==> config.mk <==
export PLATFORM = sky130hd
export DESIGN_NAME = code_serializer_flat
export DESIGN_NICKNAME = d
export VERILOG_FILES = /design/src/rtl/code_serializer_if.sv /design/src/rtl/code_serializer.sv /design/src/flat_wrapper.sv
export SDC_FILE = /design/constraint.sdc
export NUM_CORES = 1
export LEC_CHECK = 0
export ABC_CLOCK_PERIOD_IN_PS = 3500
export CORE_ASPECT_RATIO = 1.75
export CORE_MARGIN = 2
export CORE_UTILIZATION = 30
export DETAILED_ROUTE_END_ITERATION = 6
export PLACE_DENSITY_LB_ADDON = 0.3
export SLEW_MARGIN = 10
export SYNTH_ARGS = -nofsm -noshare
export SYNTH_HDL_FRONTEND = slang
export SYNTH_SLANG_ARGS = --single-unit
==> constraint.sdc <==
create_clock -name clk -period 3.5 [get_ports clk]
set_input_delay 0.525 -clock clk [delete_from_list [all_inputs] [get_ports clk]]
set_output_delay 0.525 -clock clk [all_outputs]
set_load 0.005 [all_outputs]
==> src/rtl/code_serializer_if.sv <==
// Purpose : bundle of the codeword handshake and serial-line status signals
//           between the codifier-side controller and the code_serializer.
// Signals : code  [4:0] codeword, code[4]=m1 .. code[0]=m5
//           ready       codeword valid, sampled only while idle
//           tx          serial line, idles high
//           busy        frame in progress
//           ack         one-cycle pulse, codeword captured
//           done        one-cycle pulse, stop bit completed
// Modports: master drives code/ready, slave (serializer) drives the rest.
interface code_serializer_if;
   logic [4:0] code;
   logic       ready;
   logic       tx;
   logic       busy;
   logic       ack;
   logic       done;

   modport master (
      output code, ready,
      input  tx, busy, ack, done
   );

   modport slave (
      input  code, ready,
      output tx, busy, ack, done
   );
endinterface

==> src/rtl/code_serializer.sv <==
// Purpose : captures a 5-bit codeword and sends it on a single wire as
//           start(0), m1..m5, even parity, stop(1), each bit BIT_TICKS cycles.
// Ports   : clk    system clock, rising edge
//           reset  asynchronous active-low reset
//           bus    code_serializer_if.slave (code, ready in; tx, busy, ack, done out)
// Params  : BIT_TICKS  clock cycles per serial bit, 1..255
module code_serializer #(
   parameter int unsigned BIT_TICKS = 4
) (
   input logic              clk,
   input logic              reset,
   code_serializer_if.slave bus
);

   localparam int unsigned TICK_W = (BIT_TICKS > 1) ? $clog2(BIT_TICKS) : 1;
   localparam int unsigned DATA_W = 5;
   localparam int unsigned IDX_W  = 3;

   typedef enum logic [2:0] {
      S_IDLE,
      S_START,
      S_DATA,
      S_PARITY,
      S_STOP
   } state_e;

   state_e              state_q, state_d;
   logic [TICK_W-1:0]   tick_q, tick_d;
   logic [IDX_W-1:0]    bit_q, bit_d;
   logic [DATA_W-1:0]   shift_q, shift_d;
   logic                par_q, par_d;
   logic                tx_q, tx_d;
   logic                busy_q, busy_d;
   logic                ack_q, ack_d;
   logic                done_q, done_d;
   logic                last_tick;

   // Bit boundary: the current bit has been held BIT_TICKS cycles.
   assign last_tick = (tick_q == TICK_W'(BIT_TICKS - 1));

   // State and registered outputs.
   always_ff @(posedge clk or negedge reset) begin
      if (!reset) begin
         state_q <= S_IDLE;
         tick_q  <= '0;
         bit_q   <= '0;
         shift_q <= '0;
         par_q   <= 1'b0;
         tx_q    <= 1'b1;
         busy_q  <= 1'b0;
         ack_q   <= 1'b0;
         done_q  <= 1'b0;
      end else begin
         state_q <= state_d;
         tick_q  <= tick_d;
         bit_q   <= bit_d;
         shift_q <= shift_d;
         par_q   <= par_d;
         tx_q    <= tx_d;
         busy_q  <= busy_d;
         ack_q   <= ack_d;
         done_q  <= done_d;
      end
   end

   // Next-state and next-output logic; outputs are computed one edge ahead
   // so the registered tx lines up with the frame state.
   always_comb begin
      state_d = state_q;
      tick_d  = tick_q;
      bit_d   = bit_q;
      shift_d = shift_q;
      par_d   = par_q;
      tx_d    = tx_q;
      busy_d  = busy_q;
      ack_d   = 1'b0;
      done_d  = 1'b0;

      if (state_q != S_IDLE) begin
         tick_d = last_tick ? '0 : tick_q + TICK_W'(1);
      end

      case (state_q)
         S_IDLE: begin
            tx_d   = 1'b1;
            busy_d = 1'b0;
            tick_d = '0;
            bit_d  = '0;
            if (bus.ready) begin
               state_d = S_START;
               shift_d = bus.code;
               par_d   = ^bus.code;
               tx_d    = 1'b0;
               busy_d  = 1'b1;
               ack_d   = 1'b1;
            end
         end
         S_START: begin
            if (last_tick) begin
               state_d = S_DATA;
               bit_d   = '0;
               tx_d    = shift_q[DATA_W-1];
            end
         end
         S_DATA: begin
            if (last_tick) begin
               if (bit_q == IDX_W'(DATA_W - 1)) begin
                  state_d = S_PARITY;
                  tx_d    = par_q;
               end else begin
                  // Next data bit is the one just below the current MSB.
                  shift_d = {shift_q[DATA_W-2:0], 1'b0};
                  bit_d   = bit_q + IDX_W'(1);
                  tx_d    = shift_q[DATA_W-2];
               end
            end
         end
         S_PARITY: begin
            if (last_tick) begin
               state_d = S_STOP;
               tx_d    = 1'b1;
            end
         end
         S_STOP: begin
            if (last_tick) begin
               state_d = S_IDLE;
               tx_d    = 1'b1;
               busy_d  = 1'b0;
               done_d  = 1'b1;
            end
         end
         default: begin
            state_d = S_IDLE;
            tx_d    = 1'b1;
            busy_d  = 1'b0;
         end
      endcase
   end

   assign bus.tx   = tx_q;
   assign bus.busy = busy_q;
   assign bus.ack  = ack_q;
   assign bus.done = done_q;

endmodule

==> src/flat_wrapper.sv <==
// flat-port wrapper written by rule: the top's interface ports become plain ports
module code_serializer_flat 
#(
   parameter int unsigned BIT_TICKS = 4
)
  (clk, reset, bus_code, bus_ready, bus_tx, bus_busy, bus_ack, bus_done);
  code_serializer_if bus_i ();
  input logic clk;
  input logic reset;
  input wire logic [$bits(bus_i.code)-1:0] bus_code;
  input wire logic [$bits(bus_i.ready)-1:0] bus_ready;
  output wire logic [$bits(bus_i.tx)-1:0] bus_tx;
  output wire logic [$bits(bus_i.busy)-1:0] bus_busy;
  output wire logic [$bits(bus_i.ack)-1:0] bus_ack;
  output wire logic [$bits(bus_i.done)-1:0] bus_done;
  assign bus_i.code = bus_code;
  assign bus_i.ready = bus_ready;
  assign bus_tx = bus_i.tx;
  assign bus_busy = bus_i.busy;
  assign bus_ack = bus_i.ack;
  assign bus_done = bus_i.done;
  code_serializer #(.BIT_TICKS(BIT_TICKS)) u_core (.clk(clk), .reset(reset), .bus(bus_i));
endmodule
== Yosys cells after proc, flatten, opt, wreduce, memory -nomap -nowiden ==
Index checks and enable logic that the tools add are counted.

* Bits in registers: 18
* Bits in latches: 0
* Bits in writable memories: 0
* ROM bits: 0
* Input port bits: 8
* Output and inout bits: 4
* Memories: 0

* Add/subtract/negate cells: 2
* Multipliers: 0
* Divide/modulo/power cells: 0
* Magnitude comparators: 0
* Equal/unequal tests: 14
* Shifts and indexed selects: 0
* Multiplexer cells: 29
* Bitwise logic cells: 1
* Reduce and logical (&&, ||, !) cells: 14

{| class="wikitable"
|+ Operators by type and width
! kind !! count
|-
| 3-bit two-way mux || 8
|-
| 5-bit two-way mux || 3
|-
| 3-bit case mux with 5 select lines || 1
|-
| 2-bit by 1-bit inequality test with 1-bit output (second input constant) || 6
|-
| 1-bit two-way mux || 10
|-
| 5-bit case mux with 2 select lines || 1
|-
| 3-bit case mux with 3 select lines || 1
|-
| 4-bit AND reduction || 2
|-
| 3-bit by 2-bit == test with 1-bit output (second input constant) || 2
|-
| 3-bit == test (second input constant) || 2
|-
| 2-bit two-way mux || 3
|-
| 6-bit AND reduction || 1
|-
| 3-bit nonzero test || 2
|-
| 5-bit parity || 1
|-
| 2-bit inequality test (second input constant) || 2
|-
| 1-bit case mux with 4 select lines || 1
|-
| 2-bit AND reduction || 2
|-
| 2-bit nonzero test || 2
|-
| 3-bit by 1-bit adder with 3-bit output (second input constant) || 1
|-
| 3-bit by 1-bit == test with 1-bit output (second input constant) || 1
|-
| 3-bit zero test || 1
|-
| 1-bit case mux with 3 select lines || 1
|-
| 3-bit AND reduction || 1
|-
| 3-bit OR reduction || 1
|-
| other kinds (4) || 4
|}

== Longest topological paths before layout ==
* Word-level depth: 4
* Gate-level depth with buffers: 6

== Worst setup path before layout ==
No wires, ideal clock.

* Path kind: register to register
* Start point: reg u_core.bit_q[0]
* End point: reg u_core.tx_q (netlist: u_core.bus.tx)
* Library setup time: 0.073 ns
* Arrival: 1.376 ns
* Slack: 2.051 ns
* Stages on the path, launching flop included: 7
* Path buffers: 0
* Period minus slack after synthesis: 1.449 ns
* Cells stage by stage: dfrtp_1 > inv_1 > ha_1 > nand2_1 > a21oi_1 > or4_1 > a21oi_1

* Word-level cells in the longest chain between the ends: 4

{| class="wikitable"
|+ RTL lines
! item !! RTL line !! text
|-
| start: declaration || code_serializer.sv:29 || <nowiki>logic [IDX_W-1:0] bit_q, bit_d;</nowiki>
|-
| start signal: assignment || code_serializer.sv:56 || <nowiki>bit_q <= bit_d;</nowiki>
|-
| 3-bit == test || code_serializer.sv:107 || <nowiki>if (bit_q == IDX_W'(DATA_W - 1)) begin</nowiki>
|-
| 1-bit two-way mux || code_serializer.sv:107 ||
|-
| 1-bit two-way mux || code_serializer.sv:106 || <nowiki>if (last_tick) begin</nowiki>
|-
| 1-bit case mux with 4 select lines || code_serializer.sv:83 || <nowiki>case (state_q)</nowiki>
|-
| end signal: assignment || code_serializer.sv:59 || <nowiki>tx_q <= tx_d;</nowiki>
|-
| end: declaration || code_serializer.sv:32 || <nowiki>logic tx_q, tx_d;</nowiki>
|}

No other way between the ends. The select of a mux whose other input is x is not followed.
A chain may end at the register's enable or synchronous reset.

== Final worst setup path ==
* Start point: reg u_core.tx_q (netlist: u_core.bus.tx)
* End point: out bus_tx

{| class="wikitable"
|+ RTL lines
! item !! RTL line !! text
|-
| end: declaration || flat_wrapper.sv:12 || <nowiki>output wire logic [$bits(bus_i.tx)-1:0] bus_tx;</nowiki>
|}

No word-level cell between the ends.

==> impl_metrics.ini <==
[worst_hold_path]
hp-start = u_core.tick_q[0]
worstHoldEndpoint = u_core.tick_q[0]
min_path_cells = 1
hold_path_class = flip-flop to flip-flop

[power_and_ir_drop]
power.density_nw_per_um2 = 765
p_int_mw = 0.566
pwr-share-seq_pct = 43.3
ir_worst_vdd_v = 0.000321
switchingPower_mw = 0.317
pwr-share-clk_pct = 19.4
pwr-share-comb_pct = 37.3
p_sw_share_pct = 35.9
cellLeakagePower_nw = 0.470

[sta]
relSlewSlack_pct = 47.3
tightest_slew_ps = 788
rsz0062_at_grt = false
fmax_mhz = 555
finClkSkew_ps = 5.58
layout_min_cycle_time_ps = 1800
finalSetupTns_ps = 0
finalSetupViolCount = 0
finalHoldViolCount = 0
period_share_pct = 51.5
slew_violations = 0

[clocking]
clk_pin_slew_ps = 70
cts_tree = built
cts_buffer_depth = 2
clock-root-buffer = clkbuf_8
cts_setup_buffers = 0
cts_num_sinks = 18
insertion_delay_ps = 260
cts_resized = 0
htreeDepth = 1
ctsHoldBuffers = 0
numCtsBuffers = 3

[global_route]
grt_start_max_net_pins = 19
first_global_vias = 692
antenna_found_initial = 0
overflow = 0
grt_pass1_wl_um = 3100
grt_usage_pct = 11.5

[synth]
synth_cells = 92
async_reset_ff_share_pct = 100
synth_commonest_cells = dfrtp_1 (17), nand2_1 (11), o21ai_0 (7), a21oi_1 (6), inv_1 (6)
synth.distinct_cells = 37
synth_nets = 103
ys_warn_count = 0
yosys.area.top_type = dfrtp_1
post-synth-top-count-cell = dfrtp_1
ys_seq_area_share_pct = 46.9
ys_ff_latch = 18
syn-mean-instance-area_um2 = 10.5
netlist_area_um2 = 962
synth_edf_count = 0
synth_ff_type = dfrtp_1
synth.area.top_cells = dfrtp_1 (44%), xnor2_1 (4.6%), nand2_1 (4.3%)
yosysTopAreaCellShare_pct = 44.2

[placement]
gp_congestion = 0.691
dp_hpwl_um = 1380
dp_cells = 142
portBuffers = 11

[drt]
via_per_inst = 4.69
drt-pass1-iter-count = 3
drcViolationCount = 0
met1Wirelength_um = 738
met2WireLength_um = 957
wl_per_cell_um = 12.1
routed_wirelength_um = 1770
vias = 685
ant_nets = 0
top_layer = met4
routed-wl-met3_um = 54
drt_iter0_drc = 21

[setup_path]
critPathMaxFanout = 2
max_stage_delay_ps = 530
path_depth = 1
worstPathBufferInverterCount = 1
slowest_stage = dfstp_2
critPathCaptureType = primary output
r2r-end = u_core.shift_q[1]
start_kind = flip-flop
timing.rr.start = u_core.state_q[2]
critical_path_class = flip-flop to primary output
cp_data_required_time_ps = 2970
critPathTopFamily = flip-flops
rrSetupSlack_ps = 1890
worstPathCellList = clkdlybuf4s50_1
cp.arrival_ps = 1280
reg2reg_depth = 4

[final_layout]
diodes = 0
fin_nets = 115
final_cells = 146
utilization_pct = 37.1
drive_gt1_share_pct = 11.7
area_growth_pct = 19.9

[run_status]
outcome = complete, no violations

[floorplan]
io_pins = 12
die_x_um = 46.8
die_y_um = 78.9
num_rows = 27
dieArea_um2 = 3690
core_um2 = 3110
initial_core_util_pct = 31.0

[flow_run]
maxCapViolCount = 0
[layout make-up]
class,instances,area [µm²]
Fill cell,329,1950
Multi-Input combinational cell,64,460
Sequential cell,18,452
Timing Repair Buffer,11,110
Clock buffer,4,55.1
Tap cell,43,53.8
Inverter,6,22.5
[worst max path at each step]
stage | end | slack, ps | from
after floorplan | u_core.bus.tx | 2050 | u_core.bit_q[0]
after global placement | u_core.shift_q[4] | 1510 | bus_ready
after detailed placement | u_core.shift_q[4] | 1460 | bus_ready
after CTS | bus_tx | 1690 | u_core.bus.tx
after global routing | u_core.shift_q[1] | 1630 | bus_ready
final | bus_tx | 1700 | u_core.bus.tx
[cells in the final DEF, fill, tap and decap left out, types with 3 or more instances in the layout]
cell type         n
a21oi_1           6
ha_1              3
nand2_1          11
nor2_1            3
dfrtp_1          17
inv_1             6
clkbuf_8          4
clkdlybuf4s50_1  11
o21ai_0           7
mux2i_1           4
nor3_1            3
xnor2_1           5
[registers in the layout, summed over array words and instances, names as in the netlist]
name,count
u_core.shift_q,5
u_core.bit_q,3
u_core.state_q,3
u_core.tick_q,2
u_core.bus.ack,1
u_core.bus.busy,1
u_core.bus.done,1
u_core.bus.tx,1
u_core.par_q,1
[cell families after synthesis]
group | count (synthesis) | synth area share (%)
and+or+nand+nor | 29 | 18.7
AOI/OAI and AO/OA | 22 | 15.3
DFF | 18 | 46.9
buffers and inverters | 10 | 5.20
xor gates and xnor gates | 5 | 4.55
muxes | 5 | 5.33
adders and majority gates | 3 | 3.90
[power by group through the flow]
stage,clock [mW],sequential [mW],combinational [mW]
global placement,0,0.386,0.322
finish,0.171,0.383,0.329
detailed placement,0,0.387,0.333
global route,0.186,0.397,0.381
CTS,0.177,0.383,0.333
floorplan,0,0.341,0.292
[per-layer routing]
layer,vias to the layer above,GRT usage (%)
met4,0,5.00
met1,327,13.3
met5,-,0
met2,11,19.6
met3,2,2.05
li1,345,-
[metrics by stage]
stage                     power (mW)  area, µm²  worst slack [ps]  hold slack [ps]
after floorplan                0.633        962              2050              229
after global placement         0.708       1100              1510              427
after detailed placement       0.720       1100              1460              437
after CTS                      0.893       1150              1690              447
after global routing           0.965       1150              1630              465
final                          0.883       1150              1700              443
(Power assumes the default switching activity.)
